### config.mk
export PLATFORM = sky130hd
export DESIGN_NAME = sync_feeder
export DESIGN_NICKNAME = d
export VERILOG_FILES = /design/src/rtl/sync_feeder.sv
export SDC_FILE = /design/constraint.sdc
export NUM_CORES = 1
export LEC_CHECK = 0
export CAP_MARGIN = 20
export CORE_MARGIN = 4
export CORE_UTILIZATION = 59
export DETAILED_ROUTE_END_ITERATION = 10
export PLACE_DENSITY = 0.84
export REMOVE_ABC_BUFFERS = 1
export SYNTH_ARGS = -nofsm -noshare
export SYNTH_HDL_FRONTEND = slang
export SYNTH_SLANG_ARGS = --single-unit
### constraint.sdc
create_clock -name clk -period 7.26 [get_ports clk]
set_clock_uncertainty 0.2 [all_clocks]
set_input_delay 1.452 -clock clk [delete_from_list [all_inputs] [get_ports clk]]
set_output_delay 1.452 -clock clk [all_outputs]
set_load 0.03 [all_outputs]
### src/rtl/sync_feeder.sv
// sync_feeder: source-domain transmit scheduler for the valid/data toggle
// synchronizer. Buffers upstream words in a small FIFO and releases them as
// single-cycle tx_valid pulses that are spaced far enough apart for the
// destination domain to see every toggle.
//
// Build options:
//   SYNC_FEEDER_ACK_EN - adds the 'ack' input; WAIT is left on ack instead of
//                        after the MIN_GAP spacing count.
//   DATA_SYNC_WIDTH    - default payload width (8 if not supplied).

`ifndef DATA_SYNC_WIDTH
`define DATA_SYNC_WIDTH 8
`endif

module sync_feeder #(
    parameter int DATA_WIDTH = `DATA_SYNC_WIDTH,
    parameter int DEPTH      = 4,
    parameter int MIN_GAP    = 8
) (
    input  logic                         clk,
    input  logic                         rst,
`ifdef SYNC_FEEDER_ACK_EN
    input  logic                         ack,
`endif
    input  logic                         s_valid,
    input  logic [DATA_WIDTH-1:0]        s_data,
    output logic                         s_ready,
    output logic                         tx_valid,
    output logic [DATA_WIDTH-1:0]        tx_data,
    output logic [$clog2(DEPTH):0]       level,
    output logic                         busy
);

    localparam int AW = $clog2(DEPTH);
    localparam int LW = AW + 1;

    typedef enum logic [1:0] {
        IDLE,
        SEND,
        WAIT
    } state_t;

    state_t                  state;
    logic [DATA_WIDTH-1:0]   mem [DEPTH];
    logic [AW:0]             wr_ptr;
    logic [AW:0]             rd_ptr;
    logic                    full;
    logic                    push;

`ifndef SYNC_FEEDER_ACK_EN
    localparam int GW = $clog2(MIN_GAP);
    logic [GW-1:0]           gap_cnt;
`endif

    // The extra pointer MSB lets occupancy reach DEPTH without aliasing to empty.
    assign level   = wr_ptr - rd_ptr;
    assign full    = (level == LW'(DEPTH));
    assign s_ready = !full && !rst;
    assign push    = s_valid && s_ready;
    assign busy    = (state != IDLE) || (level != '0);

    // Write side of the FIFO: store the word and advance the write pointer on a handshake.
    always_ff @(posedge clk) begin
        if (rst) begin
            wr_ptr <= '0;
        end else if (push) begin
            mem[wr_ptr[AW-1:0]] <= s_data;
            wr_ptr              <= wr_ptr + LW'(1);
        end
    end

    // Pulse scheduler: pop into tx_data, emit one pulse, then hold off before the next.
    always_ff @(posedge clk) begin
        if (rst) begin
            state    <= IDLE;
            tx_valid <= 1'b0;
            tx_data  <= '0;
            rd_ptr   <= '0;
`ifndef SYNC_FEEDER_ACK_EN
            gap_cnt  <= '0;
`endif
        end else begin
            case (state)
                IDLE: begin
                    if (level != '0) begin
                        tx_data  <= mem[rd_ptr[AW-1:0]];
                        rd_ptr   <= rd_ptr + LW'(1);
                        tx_valid <= 1'b1;
                        state    <= SEND;
                    end
                end
                SEND: begin
                    tx_valid <= 1'b0;
`ifndef SYNC_FEEDER_ACK_EN
                    gap_cnt  <= GW'(MIN_GAP - 2);
`endif
                    state    <= WAIT;
                end
                WAIT: begin
`ifdef SYNC_FEEDER_ACK_EN
                    if (ack) begin
                        state <= IDLE;
                    end
`else
                    // Leaving on a count of 1 rather than 0 accounts for the
                    // IDLE cycle, so pulse-to-pulse spacing is exactly MIN_GAP.
                    if (gap_cnt <= GW'(1)) begin
                        gap_cnt <= '0;
                        state   <= IDLE;
                    end else begin
                        gap_cnt <= gap_cnt - GW'(1);
                    end
`endif
                end
                default: begin
                    tx_valid <= 1'b0;
                    state    <= IDLE;
                end
            endcase
        end
    end

endmodule
* Word-level counts from Yosys, hierarchy flattened
Memory sizes are Yosys's and may differ from the RTL's. A register that Yosys moved wholly into a read port is not among the register bits.
Index checks and enable logic that the tools add are counted.
** Storage, ports and cells
- Register bits after elaboration :: 12
- Bits in writable memories :: 32
- Input port bits :: 11
- Logic and storage cells :: 39
- Memories kept :: 1
** Cells by class
- Add/sub/neg operators :: 4
- $lt $le $gt $ge :: 1
- Equality and inequality tests :: 5
- Multiplexer cells :: 10
- Bitwise gates (word level) :: 1
- Reduce and logical (&&, ||, !) cells :: 12
** Memory list
- mem :: words 4, width 8, read ports 1, clocked after memory_dff 1, wr ports 1, line 44 : logic [DATA_WIDTH-1:0] mem [DEPTH];
** Operators with widths (number)
- adder 3 x 1 -> 3 bit (second input constant) :: 2
- one-hot mux 2 bit (3 select lines) :: 1
- one-hot mux 3 bit (2 select lines) :: 1
- AND reduction 2 bit :: 3
- two-way mux 1 bit :: 4
- two-way mux 2 bit :: 2
- inequality test 2 bit (second input constant) :: 2
- nonzero test 2 bit :: 2
- equality test 3 bit (second input constant) :: 1
- less-or-equal comparator 3 x 1 -> 1 bit (second input constant) :: 1
- two-way mux 3 bit :: 1
- nonzero test 3 bit :: 1
- subtractor 3 x 1 -> 3 bit (second input constant) :: 1
- subtractor 3 bit :: 1
- equality test 2 x 1 -> 1 bit (second input constant) :: 1
- equality test 2 bit (second input constant) :: 1
- logical AND 1 bit :: 2
- logical NOT 1 bit :: 2
- logical NOT 2 bit :: 1
- one-hot mux 1 bit (2 select lines) :: 1
- logical OR 1 bit :: 1
- inverter 1 bit :: 1

* Logic depth before layout (Yosys ltp)
- Depth in word-level cells :: 8
- Gate-level depth with buffers :: 8
- Mapped depth without buffers :: 7

* Worst setup path before layout
OpenSTA, ideal clock, no wires.
- Kind :: input -> output
- Start point :: input rst
- End point :: output s_ready
- Arrival time :: 2200 ps
- Required time :: 5608 ps
- Slack :: 3408 ps
- Cell stages on the path :: 2
- Path through :: clkbuf_1 a21oi_1
** Between the ends
- Word-level cells in the longest chain between the ends :: 2
** RTL lines
- start, declared :: line 21 : input logic rst,
- logical NOT 1 bit :: line 58 : assign s_ready = !full && !rst;
- logical AND 1 bit :: line 58
- end, declared :: line 27 : output logic s_ready,
No other way between the ends.

* Worst setup path after layout
Ends and elaborated chain as after synthesis.

==> impl_metrics.tcl <==
set metrics [dict create \
    outcome "completed" \
    p_leak_nw 0.9672 \
    postCtsResizedCells 0 \
    antenna_left 0 \
    setup_viol 0 \
    first_pass_iters 4 \
    syn_avg_cell_area_sq_um 13.58 \
    synth_top_area_cell "edfxtp_1" \
    power_switching_w 0.0003648 \
    cts_setup_buffers 0 \
    final_cell_mix "edfxtp_1, nand2_1, clkdlybuf4s50_1, dfxtp_1, mux2i_1" \
    yosysSeqAreaShare 0.6038 \
    clk_latency_ns 0.30 \
    crit_required_ns 5.61 \
    drive_above_1_share 0.1257 \
    cp_cell_sequence "clkdlybuf4s50_1, a21oi_1, clkdlybuf4s50_1" \
    route.detailed.drc 0 \
    power_frac_comb 0.439 \
    busiest_layer "met2" \
    die_h_um 69.82 \
    worst_pin_slew_ns 0.7673 \
    first_global_vias 1348 \
    die_w_um 69.82 \
    cts_hold_buffers 0 \
    ys_types 30 \
    slew_viol_final 0 \
    cp.arrival_ns 3.09 \
    postLayoutCellArea_sq_mm 0.002609 \
    use_met3 0.05362 \
    swShare 0.3659 \
    slowest_delay_ns 0.72 \
    r2r_start "rd_ptr[0]$_SDFFE_PP0P_" \
    intPower_w 0.0006321 \
    netlist.area_leader.share 0.4262 \
    grt_pass1_wl_mm 6.368 \
    via_per_inst 5.360 \
    cts_root_buf "clkbuf_8" \
    clock_sinks 52 \
    final_common_cell "edfxtp_1" \
    ctsHtreeMaxLevel 2 \
    critical_path.top_delay_family "buffers and inverters" \
    wl_mm 3.734 \
    io_buffers 24 \
    num_rows 22 \
    ios 25 \
    reg2regPathDepth 5 \
    syn_area_sq_mm 0.002255 \
    grt.overflow.total 0 \
    cts_tree "built" \
    nNetsFinal 212 \
    p_per_area_mw_per_mm2 382.1 \
    endpoint "s_ready" \
    critPathLaunch "rst" \
    finalSetupTns_ns 0 \
    grt_max_degree 27 \
    slew_headroom 0.4854 \
    grtUsageMet2 0.2959 \
    p_seq_frac 0.403 \
    die_area_sq_mm 0.004874 \
    startpoint_type "primary input" \
    design.core.area_sq_mm 0.003689 \
    r2r-end "mem[1][4]$_DFFE_PP_" \
    clock_tree.buffer_depth 2 \
    first_iter_violations 52 \
    areaGrowthSynthToFinish_pct 15.70 \
    wl_per_cell_um 15.62 \
    min_path_type "register to register" \
    ir_drop_mv 0.1952 \
    crit_slowest_cell "clkdlybuf4s50_1" \
    r2r_setup_slack_ns 4.15 \
    end_kind "primary output" \
    post_dp_cell_area_sq_mm 0.002520 \
    rsz0062_at_grt "no" \
    utilization 0.7073 \
    finalWeightedCongestion 0.7484 \
    min_period_over_period 0.6530 \
    synth-seq-cells 52 \
    synthTopCellsByArea "edfxtp_1, dfxtp_1, mux4_2" \
    use_met1 0.2010 \
    grt_usage 0.1711 \
    yosys_warnings 0 \
    hold_viol 0 \
    cp.depth 3 \
    critPathMostFrequentCell "clkdlybuf4s50_1" \
    cp_max_fo 12 \
    cts_made_buffers 5 \
    antenna_cells 0 \
    antenna_found_initial 0 \
    start_util 0.6113 \
    clock_power_share 0.158 \
    crit_buf_inv 2 \
    place.detailed.hpwl_mm 2.632 \
    path_clk_slew_ns 0.09 \
    fin_crit_ns 4.741 \
    syn_inst 166 \
    fmax_mhz 210.9 \
    max_cap_viol_count 0 \
    path_class "primary input to primary output" \
    via_count 1281 \
]
how the worst min path moves through the flow:
stage | startpoint | to | slack (ns) | cells past startpoint
floorplan | gap_cnt[0]$_SDFFE_PP0P_ | gap_cnt[0]$_SDFFE_PP0P_ | 0.24 | 2
global placement | tx_data[1]$_SDFFE_PP0P_ | tx_data[1]$_SDFFE_PP0P_ | 0.24 | 2
detailed placement | tx_data[3]$_SDFFE_PP0P_ | tx_data[3]$_SDFFE_PP0P_ | 0.26 | 2
CTS | tx_data[3]$_SDFFE_PP0P_ | tx_data[3]$_SDFFE_PP0P_ | 0.27 | 2
global route | tx_data[3]$_SDFFE_PP0P_ | tx_data[3]$_SDFFE_PP0P_ | 0.29 | 2
finish | tx_data[2]$_SDFFE_PP0P_ | tx_data[2]$_SDFFE_PP0P_ | 0.26 | 2
registers in the layout, indices dropped and copies added, names as in the netlist:
signal,count
tx_data,8
tx_valid,1
mem,32
gap_cnt,3
wr_ptr,3
state,2
rd_ptr,3
per-stage QoR:
step / std cells / hold WS, ns / total power [W] / setup slack [ns]
floorplan: 159 / 0.2436 / 0.0007124 / 3.459
global placement: 231 / 0.2416 / 0.0008265 / 2.553
detailed placement: 231 / 0.2577 / 0.0008469 / 2.522
CTS: 239 / 0.2706 / 0.001005 / 2.510
global route: 239 / 0.2913 / 0.001062 / 2.303
finish: 239 / 0.2632 / 0.0009969 / 2.519
area by class of cell:
cell class	count	area [sq um]
Sequential cell	52	1361
Fill cell	260	1080
Multi-Input combinational cell	96	817.0
Timing Repair Buffer	24	240.2
Clock buffer	6	72.57
Tap cell	48	60.06
Inverter	11	41.29
Clock inverter	2	16.27
cell usage after synthesis, drive strengths merged:
cell,instances
and3,3
nor2b,3
mux2i,11
clkbuf,5
mux2,4
o21a,1
o221a,2
xnor3,1
nand2,27
nor2,5
ha,10
and3b,1
a21oi,8
inv,10
o21ai,2
a31oi,1
and2,2
mux4,8
dfxtp,20
buf,2
nand2b,1
fa,1
clkinv,1
a21boi,2
nand3,3
edfxtp,32
cell families (layout without fill, tap and decap cells):
family | count (synthesis) | after routing | share of synthesized area
simple gates | 45 | 45 | 0.08879
xor+xnor | 1 | 1 | 0.01054
mux | 23 | 23 | 0.1504
fa+ha+maj | 11 | 11 | 0.06437
buf+inv | 18 | 43 | 0.03385
flops | 52 | 52 | 0.6038
compound gates | 16 | 16 | 0.04828
worst register-to-register path, stage by stage (launching register included):
cell,delay (ns)
dfxtp_1,0.75
ha_1,0.30
fa_1,0.44
and2_1,0.27
a21oi_1,0.28
and3_1,0.52
power by group through the flow:
stage	Clock (W)	Sequential, W	Combinational, W
after CTS	0.000162	0.000403	0.000440
after floorplan	0	0.000428	0.000284
final	0.000157	0.000402	0.000438
after detailed placement	0	0.000410	0.000437
after global routing	0.000179	0.000410	0.000474
after global placement	0	0.000406	0.000421
per-layer routing:
layer / wire length [um] / share of wire / up-vias
met1: 1522 / 0.41 / 622
met5: 0 / 0 / -
li1: - / - / 636
met3: 141 / 0.038 / 2
met2: 2050 / 0.55 / 21
met4: 19 / 0.0051 / 0
(Power assumes the default switching activity.)
